$ cat src/rtl/axi_build_info.sv
// AXI4-Lite status slave: build identity (version, date, git hash), 64-bit uptime
// counter with a coherent high-half shadow, and a bank of byte-writable scratch registers.
module axi_build_info #(
    parameter int          DATA_WIDTH    = 32,
    parameter int          ADDR_WIDTH    = 6,
    parameter logic [31:0] VERSION_MAJOR = 32'd1,
    parameter logic [31:0] VERSION_MINOR = 32'd0,
    parameter logic [31:0] VERSION_BUILD = 32'd0,
    parameter logic [31:0] VERSION_DATE  = 32'h071B07E6,
    parameter logic [31:0] GIT_HASH      = 32'h0,
    parameter int          NUM_SCRATCH   = 4
) (
    input  logic                    AXI_ACLK,
    input  logic                    AXI_ARESET,
    input  logic [ADDR_WIDTH-1:0]   S_AXI_AWADDR,
    input  logic                    S_AXI_AWVALID,
    output logic                    S_AXI_AWREADY,
    input  logic [2:0]              S_AXI_AWPROT,
    input  logic [DATA_WIDTH-1:0]   S_AXI_WDATA,
    input  logic [DATA_WIDTH/8-1:0] S_AXI_WSTRB,
    input  logic                    S_AXI_WVALID,
    output logic                    S_AXI_WREADY,
    output logic [1:0]              S_AXI_BRESP,
    output logic                    S_AXI_BVALID,
    input  logic                    S_AXI_BREADY,
    input  logic [ADDR_WIDTH-1:0]   S_AXI_ARADDR,
    input  logic                    S_AXI_ARVALID,
    input  logic [2:0]              S_AXI_ARPROT,
    output logic                    S_AXI_ARREADY,
    output logic [DATA_WIDTH-1:0]   S_AXI_RDATA,
    output logic [1:0]              S_AXI_RRESP,
    output logic                    S_AXI_RVALID,
    input  logic                    S_AXI_RREADY
);
    localparam int         IDX_W       = ADDR_WIDTH - 2;
    localparam logic [1:0] RESP_OKAY   = 2'b00;
    localparam logic [1:0] RESP_SLVERR = 2'b10;

    typedef enum logic [1:0] {RD_IDLE, RD_FETCH, RD_RESP} rd_state_t;
    typedef enum logic [1:0] {WR_IDLE, WR_COMMIT, WR_RESP} wr_state_t;

    rd_state_t             rd_state;
    wr_state_t             wr_state;
    logic [63:0]           uptime;
    logic [31:0]           uptime_shadow;
    logic [DATA_WIDTH-1:0] scratch [NUM_SCRATCH];
    logic [IDX_W-1:0]      rd_idx;
    logic [IDX_W-1:0]      wr_idx;
    logic [DATA_WIDTH-1:0] wdata_q;
    logic [DATA_WIDTH/8-1:0] wstrb_q;
    logic [31:0]           rd_word;
    logic [31:0]           wr_word;
    logic [DATA_WIDTH-1:0] rd_value;
    logic                  rd_err;
    logic                  wr_hit;

    logic unused_ok;
    assign unused_ok = ^{S_AXI_AWPROT, S_AXI_ARPROT, S_AXI_AWADDR[1:0], S_AXI_ARADDR[1:0]};

    assign rd_word = 32'(rd_idx);
    assign wr_word = 32'(wr_idx);

    always_ff @(posedge AXI_ACLK) begin
        if (AXI_ARESET) uptime <= '0;
        else            uptime <= uptime + 64'd1;
    end

    always_comb begin
        rd_value = '0;
        rd_err   = 1'b0;
        case (rd_word)
            32'd0: rd_value = VERSION_MAJOR;
            32'd1: rd_value = VERSION_MINOR;
            32'd2: rd_value = VERSION_BUILD;
            32'd3: rd_value = VERSION_DATE;
            32'd4: rd_value = GIT_HASH;
            32'd5: rd_value = uptime[31:0];
            32'd6: rd_value = uptime_shadow;
            32'd7: rd_value = 32'(NUM_SCRATCH);
            default: begin
                rd_err = 1'b1;
                for (int i = 0; i < NUM_SCRATCH; i++) begin
                    if (rd_word == 32'(8 + i)) begin
                        rd_value = scratch[i];
                        rd_err   = 1'b0;
                    end
                end
            end
        endcase
    end

    always_comb begin
        wr_hit = 1'b0;
        for (int i = 0; i < NUM_SCRATCH; i++) begin
            if (wr_word == 32'(8 + i)) wr_hit = 1'b1;
        end
    end

    // Reading UPTIME_LO snapshots the high half so a following HI read is coherent.
    always_ff @(posedge AXI_ACLK) begin
        if (AXI_ARESET) begin
            rd_state      <= RD_IDLE;
            S_AXI_ARREADY <= 1'b1;
            S_AXI_RVALID  <= 1'b0;
            S_AXI_RDATA   <= '0;
            S_AXI_RRESP   <= RESP_OKAY;
            rd_idx        <= '0;
            uptime_shadow <= '0;
        end else begin
            case (rd_state)
                RD_IDLE: begin
                    if (S_AXI_ARVALID) begin
                        rd_idx        <= S_AXI_ARADDR[ADDR_WIDTH-1:2];
                        S_AXI_ARREADY <= 1'b0;
                        rd_state      <= RD_FETCH;
                    end
                end
                RD_FETCH: begin
                    S_AXI_RDATA  <= rd_value;
                    S_AXI_RRESP  <= rd_err ? RESP_SLVERR : RESP_OKAY;
                    S_AXI_RVALID <= 1'b1;
                    if (rd_word == 32'd5) uptime_shadow <= uptime[63:32];
                    rd_state <= RD_RESP;
                end
                RD_RESP: begin
                    if (S_AXI_RREADY) begin
                        S_AXI_RVALID  <= 1'b0;
                        S_AXI_ARREADY <= 1'b1;
                        rd_state      <= RD_IDLE;
                    end
                end
                default: rd_state <= RD_IDLE;
            endcase
        end
    end

    // AW and W are captured independently; COMMIT starts once both are held.
    always_ff @(posedge AXI_ACLK) begin
        if (AXI_ARESET) begin
            wr_state      <= WR_IDLE;
            S_AXI_AWREADY <= 1'b1;
            S_AXI_WREADY  <= 1'b1;
            S_AXI_BVALID  <= 1'b0;
            S_AXI_BRESP   <= RESP_OKAY;
            wr_idx        <= '0;
            wdata_q       <= '0;
            wstrb_q       <= '0;
            for (int i = 0; i < NUM_SCRATCH; i++) scratch[i] <= '0;
        end else begin
            case (wr_state)
                WR_IDLE: begin
                    if (S_AXI_AWVALID && S_AXI_AWREADY) begin
                        wr_idx        <= S_AXI_AWADDR[ADDR_WIDTH-1:2];
                        S_AXI_AWREADY <= 1'b0;
                    end
                    if (S_AXI_WVALID && S_AXI_WREADY) begin
                        wdata_q      <= S_AXI_WDATA;
                        wstrb_q      <= S_AXI_WSTRB;
                        S_AXI_WREADY <= 1'b0;
                    end
                    if ((!S_AXI_AWREADY || S_AXI_AWVALID) && (!S_AXI_WREADY || S_AXI_WVALID))
                        wr_state <= WR_COMMIT;
                end
                WR_COMMIT: begin
                    for (int i = 0; i < NUM_SCRATCH; i++) begin
                        if (wr_word == 32'(8 + i)) begin
                            for (int b = 0; b < DATA_WIDTH / 8; b++) begin
                                if (wstrb_q[b]) scratch[i][8*b +: 8] <= wdata_q[8*b +: 8];
                            end
                        end
                    end
                    S_AXI_BRESP  <= wr_hit ? RESP_OKAY : RESP_SLVERR;
                    S_AXI_BVALID <= 1'b1;
                    wr_state     <= WR_RESP;
                end
                WR_RESP: begin
                    if (S_AXI_BREADY) begin
                        S_AXI_BVALID  <= 1'b0;
                        S_AXI_AWREADY <= 1'b1;
                        S_AXI_WREADY  <= 1'b1;
                        wr_state      <= WR_IDLE;
                    end
                end
                default: wr_state <= WR_IDLE;
            endcase
        end
    end
endmodule
$ cat config.mk
export PLATFORM = sky130hd
export DESIGN_NAME = axi_build_info
export DESIGN_NICKNAME = d
export VERILOG_FILES = /design/src/rtl/axi_build_info.sv
export SDC_FILE = /design/constraint.sdc
export NUM_CORES = 1
export LEC_CHECK = 0
export CAP_MARGIN = 20
export CORE_ASPECT_RATIO = 1.5
export CORE_MARGIN = 8
export CORE_UTILIZATION = 59
export DETAILED_ROUTE_END_ITERATION = 10
export PLACE_DENSITY_LB_ADDON = 0.1
export SLEW_MARGIN = 5
export SYNTH_ARGS = -nofsm -noshare
export SYNTH_HDL_FRONTEND = slang
export SYNTH_SLANG_ARGS = --single-unit
$ cat constraint.sdc
create_clock -name AXI_ACLK -period 2.3 [get_ports AXI_ACLK]
set_input_delay 0.46 -clock AXI_ACLK [delete_from_list [all_inputs] [get_ports AXI_ACLK]]
set_output_delay 0.46 -clock AXI_ACLK [all_outputs]
set_load 0.05 [all_outputs]
==> results.toml <==
[run_status]
outcome = "finished, final reports clean"

[clocking]
clk_pin_slew_ps = 60
cts_tree = "done"
cts_setup_buffers = 0
holdBufCountCts = 0
htreeDepth = 1
clk_path_buf_depth = 3
ctsRootBufferMaster = "clkbuf_16"
cts_buffers = 29
clock-sinks = 311
clkLatencyLatePin_ps = 550

[min_path]
min_from = "AXI_ARESET"
hp-class = "primary input to register"

[worst_setup_path]
worstPathArrival_ps = 1800
path_buf_inv = 1
r2r-start = "uptime[19]"
path_cells = "clkdlybuf4s50_1"
crit_type = "register to primary output"
max_stage_delay_ps = 840
end_kind = "primary output"
crit_fanout = 2
crit_family = "buffers and inverters"
startpoint_type = "register"
startpoint = "S_AXI_RDATA[19]"
critPathSlowestCell = "clkdlybuf4s50_1"
required_ps = 1840

[placement]
portBuffers = 89
finalWeightedCongestion = 0.8984
dpl-instance-area_sq_mm = 0.01568
hpwl_mm = 24.92
dpl.cell_count = 1857

[final_layout]
instances_no_fill = 1911
antenna_cells = 0
fin_nets = 1631
synthToLayoutAreaGrowth_pct = 19.86
fillers = 1817
multiInputGateArea_sq_mm = 0.006032
seqCellArea_sq_mm = 0.007511
drive_gt1_share_pct = 12.56
fin_area_sq_mm = 0.01672

[yosys]
synth_edf_count = 128
synth_top_cell_by_area = "edfxtp_1"
synth_top_family_by_area = "simple AND/OR/NAND/NOR gates"
synth_xor_xnor_area_share_pct = 1.570
synth_cells = 1449
synth_compound_area_share_pct = 15.45
synth_ff_type = "dfxtp_1"
yosysTopAreaCellShare_pct = 27.55
postSynthAreaPerCell_sq_um = 9.628
yosys.area_share.simple_pct = 22.60
syn-cell-area_sq_mm = 0.01395
synthAdderAreaFrac_pct = 0.08969
synthDistinctLibCells = 54
ys_seq_area_share_pct = 53.81
ys_ff_latch = 311
muxShareOfSynthArea_pct = 3.399
synth.most_common_cell = "nand2_1"
synth_async_sr_flop_share_pct = 0
ys_top_cells_by_area = "edfxtp_1 (28%), dfxtp_1 (26%), nand2_1 (6.2%), and2_1 (5.9%), a21oi_1 (5.2%)"
synthTopCellsByCount = "nand2_1 (232), dfxtp_1 (183), a21oi_1 (145)"
yosys_warnings = 0

[floorplan]
die_w_um = 141.6
dieArea_sq_mm = 0.02892
coreArea_sq_mm = 0.02348
die_h_um = 204.3
boundaryPins = 102
initial_utilization_pct = 59.41
num_rows = 69

[run]
cap_violations = 0

[global_route]
grt_pass1_vias = 11015
grt_max_degree = 69
antenna_found_initial = 1
grt_pass1_wl_mm = 56.15
grt_usage_pct = 24.23
overflow = 0

[power_and_ir_drop]
power_frac_seq_pct = 49.4
power_per_cell_area_mw_per_mm2 = 729.4
p_switching_w = 0.002859
clkPwrFrac_pct = 42.1
p_sw_share_pct = 23.44
leakage_nw = 6.066
pwr-share-comb_pct = 8.5
p_int_w = 0.009337
ir_drop_v = 0.0006328

[detailed_routing]
ant_nets = 0
wl_per_cell_um = 18.31
num_vias = 11100
viasPerCell = 5.808
drc = 0
firstDrtPassIters = 5
wirelength_mm = 34.98
drt_iter0_drc = 642

[timing]
finClkSkew_ps = 9.084
max_freq_mhz = 443.1
period_needed_ps = 2257
slew_violations = 0
period_share_pct = 98.13
finalSetupViolations = 0
hold_violations = 0
rsz0062_at_grt = "false"
worst_pin_slew_ps = 1132
relSlewSlack_pct = 24.39
setup_tns_ps = 0
layout make-up:
| class | count | area share (%) |
|---|---|---|
| Clock inverter | 14 | 0.9653 |
| Sequential cell | 311 | 44.92 |
| Timing Repair Buffer | 185 | 10.11 |
| Tap cell | 319 | 2.387 |
| Clock buffer | 40 | 5.275 |
| Multi-Input combinational cell | 1030 | 36.07 |
| Inverter | 12 | 0.2694 |
power by group through the flow:
stage / clock network, W / logic, W / registers, W
floorplan: 0 / 0.000573 / 0.00618
global route: 0.00541 / 0.00113 / 0.00604
CTS: 0.00519 / 0.00104 / 0.00602
detailed placement: 0 / 0.00104 / 0.00614
global placement: 0 / 0.00102 / 0.00613
finish: 0.00513 / 0.00104 / 0.00602
layout by cell type (no fill, tap or decap), types with 24 or more instances in the layout:
master           netlist  final
nand3_1               58     58
a21oi_1              145    145
dfxtp_1              183    180
nor2_1                57     56
o211ai_1              31     31
a22oi_1               32     32
clkdlybuf4s50_1        0     87
or3_1                 24     24
nand4_1               26     26
o21ai_0               41     41
nor3_1                26     25
edfxtp_1             128    128
a21o_1                28     28
and2_1               131    131
clkbuf_16              0     33
buf_4                  2     90
nand2_1              232    232
mux2_2                33     33
through the flow:
| step | utilization (%) | hold slack (ps) | total power [W] | setup slack [ps] |
|---|---|---|---|---|
| detailed placement | 66.75 | 445.3 | 0.007177 | 187.6 |
| CTS | 71.20 | 312.8 | 0.01225 | 26.31 |
| global route | 71.21 | 334.8 | 0.01258 | 33.06 |
| global placement | 66.75 | 440.7 | 0.007151 | 234.1 |
| finish | 71.21 | 332.8 | 0.01220 | 43.10 |
| floorplan | - | 436.2 | 0.006751 | 295.9 |
cells by family (layout without fill, tap and decap cells):
kind of cell / after synthesis / count (layout)
AO/OA/AOI/OAI: 343 / 343
XOR/XNOR: 25 / 25
adder cells (fa/ha/maj): 1 / 1
buffers and inverters: 109 / 251
flip-flops: 311 / 311
multiplexers: 42 / 42
other: 1 / 2
AND/OR/NAND/NOR: 617 / 617
routing by layer:
layer	global-route usage, %	wire length [um]	up-vias
met4	11.28	1417	2
met1	27.01	13320	5324
met2	44.73	18480	279
met5	0	14	-
met3	3.086	1753	82
li1	-	-	5413
sequential cells by signal (all words and copies together), names as in the netlist, 4 cells and up:
register	flops
S_AXI_RDATA	32
uptime	64
wstrb_q	4
rd_idx	4
scratch	128
wdata_q	32
wr_idx	4
uptime_shadow	32
worst paths after layout:
path	endpoint	slack [ps]	depth (start not counted)
worst min-delay path	rd_idx[1]	330	2
worst max-delay path	S_AXI_RDATA[19]	40	1
worst max register to register	uptime[63]	170	6
worst min register to register	S_AXI_RDATA[24]	450	2
what timing repair did:
| item | CTS | global route |
|---|---|---|
| gates resized for setup | 0 | 1 |
| setup endpoints to repair | 0 | 1 |
| endpoints found under the hold margin | 0 | 0 |
(Power assumes the default switching activity.)
